File: src/rtl/receptor_bus16.sv
// Read-side endpoint of the shared tri-state bus: qualifies enabled bus words by
// stability, queues them in a first-word-fall-through FIFO, and hands them out via valid/ready.
module receptor_bus16 #(
   parameter int ANCHO   = 16,
   parameter int PROF    = 4,
   parameter int ESTABLE = 2
) (
   input  logic                    clk,
   input  logic                    rst_n,
   input  logic [ANCHO-1:0]        Bus,
   input  logic                    Habilitador,
   output logic [ANCHO-1:0]        Dato,
   output logic                    Valido,
   input  logic                    Listo,
   output logic                    Lleno,
   output logic                    Vacio,
   output logic [$clog2(PROF):0]   Cuenta,
   output logic                    Desborde
);

   localparam int PW = $clog2(PROF);
   localparam int CW = PW + 1;
   localparam int NW = 4;

   typedef enum logic [1:0] {
      INACTIVO,
      ESTABILIZANDO,
      CAPTURADO
   } estado_t;

   estado_t            r_estado;
   estado_t            w_estado_sig;
   logic [ANCHO-1:0]   r_ref;
   logic [ANCHO-1:0]   w_ref_sig;
   logic [NW-1:0]      r_cnt;
   logic [NW-1:0]      w_cnt_sig;
   logic [NW-1:0]      w_cnt_inc;
   logic               w_push;

   logic [ANCHO-1:0]   r_mem [PROF];
   logic [PW-1:0]      r_wr_ptr;
   logic [PW-1:0]      r_rd_ptr;
   logic [CW-1:0]      r_cuenta;
   logic               r_desborde;
   logic               w_pop;
   logic               w_lleno;
   logic               w_vacio;
   logic               w_wr_ok;

   // ---------------- capture FSM ----------------
   always_ff @(posedge clk or negedge rst_n) begin
      if (!rst_n) begin
         r_estado <= INACTIVO;
         r_ref    <= '0;
         r_cnt    <= '0;
      end else begin
         r_estado <= w_estado_sig;
         r_ref    <= w_ref_sig;
         r_cnt    <= w_cnt_sig;
      end
   end

   assign w_cnt_inc = r_cnt + 1'b1;

   always_comb begin
      w_estado_sig = r_estado;
      w_ref_sig    = r_ref;
      w_cnt_sig    = r_cnt;
      w_push       = 1'b0;
      case (r_estado)
         INACTIVO: begin
            if (Habilitador) begin
               w_ref_sig    = Bus;
               w_cnt_sig    = NW'(1);
               w_estado_sig = ESTABILIZANDO;
            end
         end
         ESTABILIZANDO: begin
            if (!Habilitador) begin
               w_estado_sig = INACTIVO;
            end else if (Bus != r_ref) begin
               w_ref_sig = Bus;
               w_cnt_sig = NW'(1);
            end else begin
               w_cnt_sig = w_cnt_inc;
               if (w_cnt_inc == NW'(ESTABLE)) begin
                  w_push       = 1'b1;
                  w_estado_sig = CAPTURADO;
               end
            end
         end
         CAPTURADO: begin
            if (!Habilitador) begin
               w_estado_sig = INACTIVO;
            end else if (Bus != r_ref) begin
               w_ref_sig    = Bus;
               w_cnt_sig    = NW'(1);
               w_estado_sig = ESTABILIZANDO;
            end
         end
         default: begin
            w_estado_sig = INACTIVO;
         end
      endcase
   end

   // ---------------- FIFO ----------------
   assign w_vacio = (r_cuenta == '0);
   assign w_lleno = (r_cuenta == CW'(PROF));
   assign w_pop   = !w_vacio && Listo;
   // A full FIFO still takes a word when the same edge pops the head.
   assign w_wr_ok = w_push && (!w_lleno || w_pop);

   always_ff @(posedge clk or negedge rst_n) begin
      if (!rst_n) begin
         for (int unsigned i = 0; i < PROF; i++) begin
            r_mem[i] <= '0;
         end
      end else if (w_wr_ok) begin
         r_mem[r_wr_ptr] <= r_ref;
      end
   end

   always_ff @(posedge clk or negedge rst_n) begin
      if (!rst_n) begin
         r_wr_ptr   <= '0;
         r_rd_ptr   <= '0;
         r_cuenta   <= '0;
         r_desborde <= 1'b0;
      end else begin
         if (w_wr_ok) begin
            r_wr_ptr <= r_wr_ptr + 1'b1;
         end
         if (w_pop) begin
            r_rd_ptr <= r_rd_ptr + 1'b1;
         end
         case ({w_wr_ok, w_pop})
            2'b10:   r_cuenta <= r_cuenta + 1'b1;
            2'b01:   r_cuenta <= r_cuenta - 1'b1;
            default: r_cuenta <= r_cuenta;
         endcase
         if (w_push && !w_wr_ok) begin
            r_desborde <= 1'b1;
         end
      end
   end

   assign Dato     = r_mem[r_rd_ptr];
   assign Valido   = !w_vacio;
   assign Vacio    = w_vacio;
   assign Lleno    = w_lleno;
   assign Cuenta   = r_cuenta;
   assign Desborde = r_desborde;

endmodule

File: config.mk
export PLATFORM = sky130hd
export DESIGN_NAME = receptor_bus16
export DESIGN_NICKNAME = d
export VERILOG_FILES = /design/src/rtl/receptor_bus16.sv
export SDC_FILE = /design/constraint.sdc
export NUM_CORES = 1
export LEC_CHECK = 0
export CORE_MARGIN = 5
export CORE_UTILIZATION = 57
export CTS_BUF_LIST = sky130_fd_sc_hd__clkbuf_16
export DETAILED_ROUTE_END_ITERATION = 6
export PLACE_DENSITY = 0.85
export SYNTH_ARGS = -nofsm -noshare
export SYNTH_HDL_FRONTEND = slang
export SYNTH_SLANG_ARGS = --single-unit
File: constraint.sdc
create_clock -name clk -period 2.7 [get_ports clk]
set_input_delay 0.675 -clock clk [delete_from_list [all_inputs] [get_ports clk]]
set_output_delay 0.675 -clock clk [all_outputs]
set_load 0.01 [all_outputs]
# Word level (Yosys, flattened, before mapping)

Index checks and enable logic that the tools add are counted.

Flip-flop bits (word level): 94
Bits of input ports: 20
Output and inout bits: 23
Logic and storage cells: 82

$add $sub $neg: 5
Magnitude comparators: 3
Equality and inequality tests: 16
Mux-type cells: 28
Bitwise operators: 2
Reductions and logical operators: 17

Operator list:

| operator              | count |
|---|---|
| $mux W16              | 6 |
| $bwmux W64            | 1 |
| $bmux W16 S2          | 1 |
| $demux W16 S2         | 1 |
| $pmux W16 S2          | 1 |
| $mux W4               | 5 |
| $ne A16 B16 Y1        | 1 |
| $mux W2               | 6 |
| $pmux W4 S3           | 1 |
| $ne A3 B3 Y1 const B  | 3 |
| $ne A2 B2 Y1 const B  | 4 |
| $reduce_and A4 Y1     | 2 |
| $ge A3 B3 Y1 const B  | 2 |
| $not A2 Y3            | 2 |
| $pmux W2 S3           | 1 |
| $pmux W3 S2           | 1 |
| $reduce_and A5 Y1     | 1 |
| $add A2 B1 Y2 const B | 2 |
| $add A4 B1 Y4 const B | 1 |
| $eq A2 B1 Y1 const B  | 2 |
| $eq A2 B2 Y1 const B  | 2 |
| $eq A4 B2 Y1 const B  | 1 |
| $logic_and A1 B1 Y1   | 4 |
| $mux W1               | 4 |
| other kinds (12)      | 16 |

# Logic depth before layout (Yosys ltp)

Word-level depth: 9
Mapped depth: 13
Depth with buffers taken out: 12

# Least setup slack after synthesis

Ideal clock, no wire load.

Kind: input-to-reg
Start: input Bus[14]
End: register r_cuenta[2], in the netlist Cuenta[2]
Library setup time: 127 ps
Arrival: 2557 ps
Required time: 2573 ps
Setup slack: 16 ps
Stages on the path: 12
Path buffers: 1
Cell sequence: xnor2_1 > nand4_1 > nor4_4 > and4bb_1 > buf_4 > inv_1 > ha_1 > inv_1 > fa_1 > xor2_1 > nor2_1 > xor2_1

Word-level cells in the longest chain between the ends: 7
Elaborated cells between the ends (all ways): 9
Those cells by class: eq/ne (3); mux (4); reduce/logical (2)

Ends and longest elaborated chain:

| element                                           | line | source |
|---|---|---|
| start: declaration                                | 10   | `input logic [ANCHO-1:0] Bus,` |
| $ne A16 B16 Y1 *                                  | 81   | `end else if (Bus != r_ref) begin` |
| $mux W1 *                                         | 81   |  |
| $mux W1 *                                         | 79   | `if (!Habilitador) begin` |
| $mux W1 *                                         | 70   | `case (r_estado)` |
| $logic_and A1 B1 Y1 *                             | 112  | `assign w_wr_ok = w_push && (!w_lleno \|\| w_pop);` |
| $eq A2 B1 Y1 or $eq A2 B2 Y1 (tied branches)      | 137  | `case ({w_wr_ok, w_pop})` |
| $pmux W3 S2 or $reduce_bool A2 Y1 (tied branches) | n/a  |  |
| end signal: assignment                            | 138  | `2'b10: r_cuenta <= r_cuenta + 1'b1;` |
| end signal: assignment                            | 139  | `2'b01: r_cuenta <= r_cuenta - 1'b1;` |
| end signal: assignment                            | 140  | `default: r_cuenta <= r_cuenta;` |
| end: declaration                                  | 43   | `logic [CW-1:0] r_cuenta;` |

Every way passes the cells marked *; elsewhere a longest branch is shown, timed or not.
A chain may end at the register's enable or synchronous reset.

# Final worst setup path

Start: register r_rd_ptr[0]
End: output Dato[10]

Word-level cells in the longest chain between the ends: 4

Ends and longest elaborated chain:

| element                                      | line | source |
|---|---|---|
| start: declaration                           | 42   | `logic [PW-1:0] r_rd_ptr;` |
| start signal: assignment                     | 135  | `r_rd_ptr <= r_rd_ptr + 1'b1;` |
| $not A2 Y3 (implied by the code)             | 148  | `assign Dato = r_mem[r_rd_ptr];` |
| $bmux W16 S2                                 | 148  |  |
| $mux W16 (implied by the code) (2 in series) | 148  |  |
| end: declaration                             | 12   | `output logic [ANCHO-1:0] Dato,` |

Every way passes these cells. The select of a mux whose other input is x is not followed.

==> results.toml <==
[timing]
fin_crit_sh = 0.976
setup_violations = 0
relSlewSlack = 0.633
maxSlewViolCount = 0
period_needed_ns = 2.64
whs_ns = 0.330
skew_ns = 0.00983
fmax_mhz = 379
rsz0062_at_grt = "false"
tightest_slew_ns = 0.550
hold_viol = 0

[clock_network]
cts.sinks = 94
path_clk_slew_ns = 0.07
numCtsBuffers = 9
cts_buffer_depth = 2
cts_tree = "built"
cts.htree.levels = 3
root_buffer = "clkbuf_16"
clkLatencyLatePin_ns = 0.34

[min_path]
min_path_type = "in -> async"

[synthesis]
synth_fp_nets = 339
synth.distinct_cells = 38
syn_area_um2 = 4450
ys_ff_latch = 94
syn_inst = 307
ys_seq_area_frac = 0.528
syn_avg_cell_area_um2 = 14.5
ys_warn_count = 0

[power]
seqPwrFrac = 0.416
clockPowerShare = 0.336
power_switching_w = 0.00120
power_density_nw_per_um2 = 745
p_int_w = 0.00288
ir_worst_vdd_mv = 0.491
switching_share = 0.295
combPwrFrac = 0.249
power_w = 0.00408
p_leak_nw = 2.66

[route]
wl_per_cell_um = 20.9
vias = 2750
ant_nets = 0
firstDrtPassIters = 4
vias_per_cell = 5.83
finalWirelength_mm = 9.89
drtIter0Drc = 87
remaining_drc_errors = 0

[global_route]
antenna_found_initial = 0
grt_max_degree = 42
grt-ovfl-total = 0
gr-usage-all-layers = 0.212
grt_pass1_wl_mm = 16.0
grt_pass1_vias = 3104

[floorplan]
die_x_um = 98.4
row_count = 32
ios = 43
die_y_um = 98.4
dieArea_um2 = 9680
initial_core_util = 0.579
fp.coreArea_um2 = 7690

[critical_path]
startpoint_type = "register"
cp-end-kind = "primary output"
cp_max_fo = 8
path_cells = "buf_12, mux4_2, clkdlybuf4s50_1"
r2r_setup_slack_ns = 0.24
crit_arrival_ns = 1.96
worstSetupPathType = "reg -> out"
cp_data_required_time_ns = 2.03
critPathMaxStageDelay_ns = 0.52
cp_slowest_cell = "mux4_2"

[placement]
gp_congestion = 0.757
hpwl_mm = 6.14
dp_cells = 452
portBuffers = 42

[layout]
final_cells = 472
syn_to_final_growth_pct = 23.0
fin_nets = 397
layout-drive-gt1-share = 0.354
diodes = 0
fill_cells = 514

[status]
status = "completed"

[flow_run]
drv_cap = 0
==> placed cells by master, fill, tap and decap left out, types with 3 or more instances in the layout <==
| master | count |
|---|---|
| dfrtp_1 | 93 |
| mux2_2 | 70 |
| clkdlybuf4s50_1 | 23 |
| xnor2_1 | 16 |
| mux4_2 | 16 |
| dlygate4sd2_1 | 14 |
| buf_4 | 12 |
| nand2_1 | 11 |
| inv_1 | 11 |
| mux2_1 | 10 |
| ha_1 | 10 |
| clkbuf_16 | 10 |
| o21ai_0 | 7 |
| nand4_1 | 6 |
| nor2_1 | 5 |
| buf_12 | 5 |
| xor2_1 | 4 |
| dlymetal6s2s_1 | 4 |
| xnor2_2 | 3 |
| a21o_1 | 3 |
==> power groups by stage <==
stage / Sequential (W) / Clock [W] / Combinational (W)
2_1_floorplan: 0.00165 / 0 / 0.000577
6_report: 0.00170 / 0.00137 / 0.00102
4_1_cts: 0.00169 / 0.00137 / 0.000933
3_3_place_gp: 0.00170 / 0 / 0.000887
3_5_place_dp: 0.00171 / 0 / 0.000916
5_1_grt: 0.00171 / 0.00145 / 0.00110
==> per-stage QoR <==
step	cell area (µm²)	setup slack [ns]	util	TNS [ns]
5_1_grt	5480	0.00529	0.713	0
3_5_place_dp	5090	-0.456	0.662	-22.58
6_report	5480	0.0641	0.713	0
4_1_cts	5410	0.000898	0.703	0
2_1_floorplan	4450	0.0164	-	0
3_3_place_gp	5090	-0.337	0.662	-17.11
==> timing repair <==
item | 4_1_cts | 5_1_grt
pin swaps | 11 | 4
buffers inserted | 0 | 3
cloned | 0 | 1
hold buffers | 0 | 0
setup endpoints to repair | 75 | 11
resized for setup | 20 | 6
==> cell type report <==
cell class / instances / area [µm²] / share of cell area
clock buffers: 9 / 225 / 0.0411
clock inverters: 7 / 95.1 / 0.0174
inverters: 12 / 45.0 / 0.00822
multi-input cells: 189 / 2010 / 0.368
flip-flops and latches: 94 / 2350 / 0.430
well taps: 102 / 128 / 0.0233
repair buffers: 59 / 618 / 0.113
==> sequential cells by signal, indices dropped and copies added (netlist names) <==
register / flops
r_ref: 16
r_wr_ptr: 2
r_mem: 64
Cuenta: 3
r_estado: 2
r_rd_ptr: 2
Desborde: 1
r_cnt: 4
==> metal layers <==
metal / up-vias / global-route usage / share of wire
met3: 13 / 0.0357 / 0.031
met4: 0 / 0.0746 / 0.014
met5: - / 0 / 0
met1: 1458 / 0.272 / 0.44
met2: 60 / 0.365 / 0.52
li1: 1219 / - / -
==> kinds of logic after synthesis <==
logic type,after synthesis,share of synthesized area
AOI/OAI and AO/OA,21,0.0312
xor gates and xnor gates,23,0.0452
adders and majority gates,12,0.0354
buffers and inverters,24,0.0258
DFF,94,0.528
muxes,96,0.283
and+or+nand+nor,37,0.0511
==> worst paths after layout <==
path | from | end | depth (start not counted)
worst max register to register | r_ref[10] | Cuenta[2] | 11
worst max-delay path | r_rd_ptr[0] | Dato[10] | 3
min in group clk | Desborde | Desborde | 1
worst min-delay path | rst_n | r_mem[17] | 1
max in group asynchronous | rst_n | r_rd_ptr[0] | 2
worst min register to register | Desborde | Desborde | 1
==> synth_stat cells (all sizes together) <==
| master | number | area [µm²] |
|---|---|---|
| mux4 | 16 | 360 |
| nor4b | 1 | 8.76 |
| a31oi | 1 | 6.26 |
| xnor2 | 19 | 166 |
| and3 | 1 | 6.26 |
| nand4 | 6 | 37.5 |
| and2 | 2 | 12.5 |
| a41o | 1 | 10.0 |
| inv | 12 | 45.0 |
| nor4 | 1 | 21.3 |
| o311ai | 1 | 8.76 |
| a21o | 3 | 22.5 |
| ha | 11 | 138 |
| a21oi | 2 | 10.0 |
| buf | 9 | 58.8 |
| and4bb | 1 | 12.5 |
| xor2 | 4 | 35.0 |
| nor2b | 2 | 12.5 |
| o21ai | 8 | 40.0 |
| a211oi | 1 | 7.51 |
| fa | 1 | 20.0 |
| o31ai | 1 | 7.51 |
| nand2b | 2 | 12.5 |
| dfrtp | 94 | 2350 |
| clkbuf | 3 | 11.3 |
| nand2 | 14 | 70.1 |
| or3 | 1 | 6.26 |
| nor2 | 5 | 18.8 |
| mux2 | 80 | 901 |
| o2bb2ai | 1 | 8.76 |
| a22o | 2 | 17.5 |
| and4 | 1 | 8.76 |
==> worst max-delay path, delay by kind of cell (launching register included) <==
family | cells | cell delay, ns
flip-flops | 1 | 0.44
multiplexers | 1 | 0.52
buffers and inverters | 2 | 0.67
No activity file was read; power rests on OpenSTA's default activity.
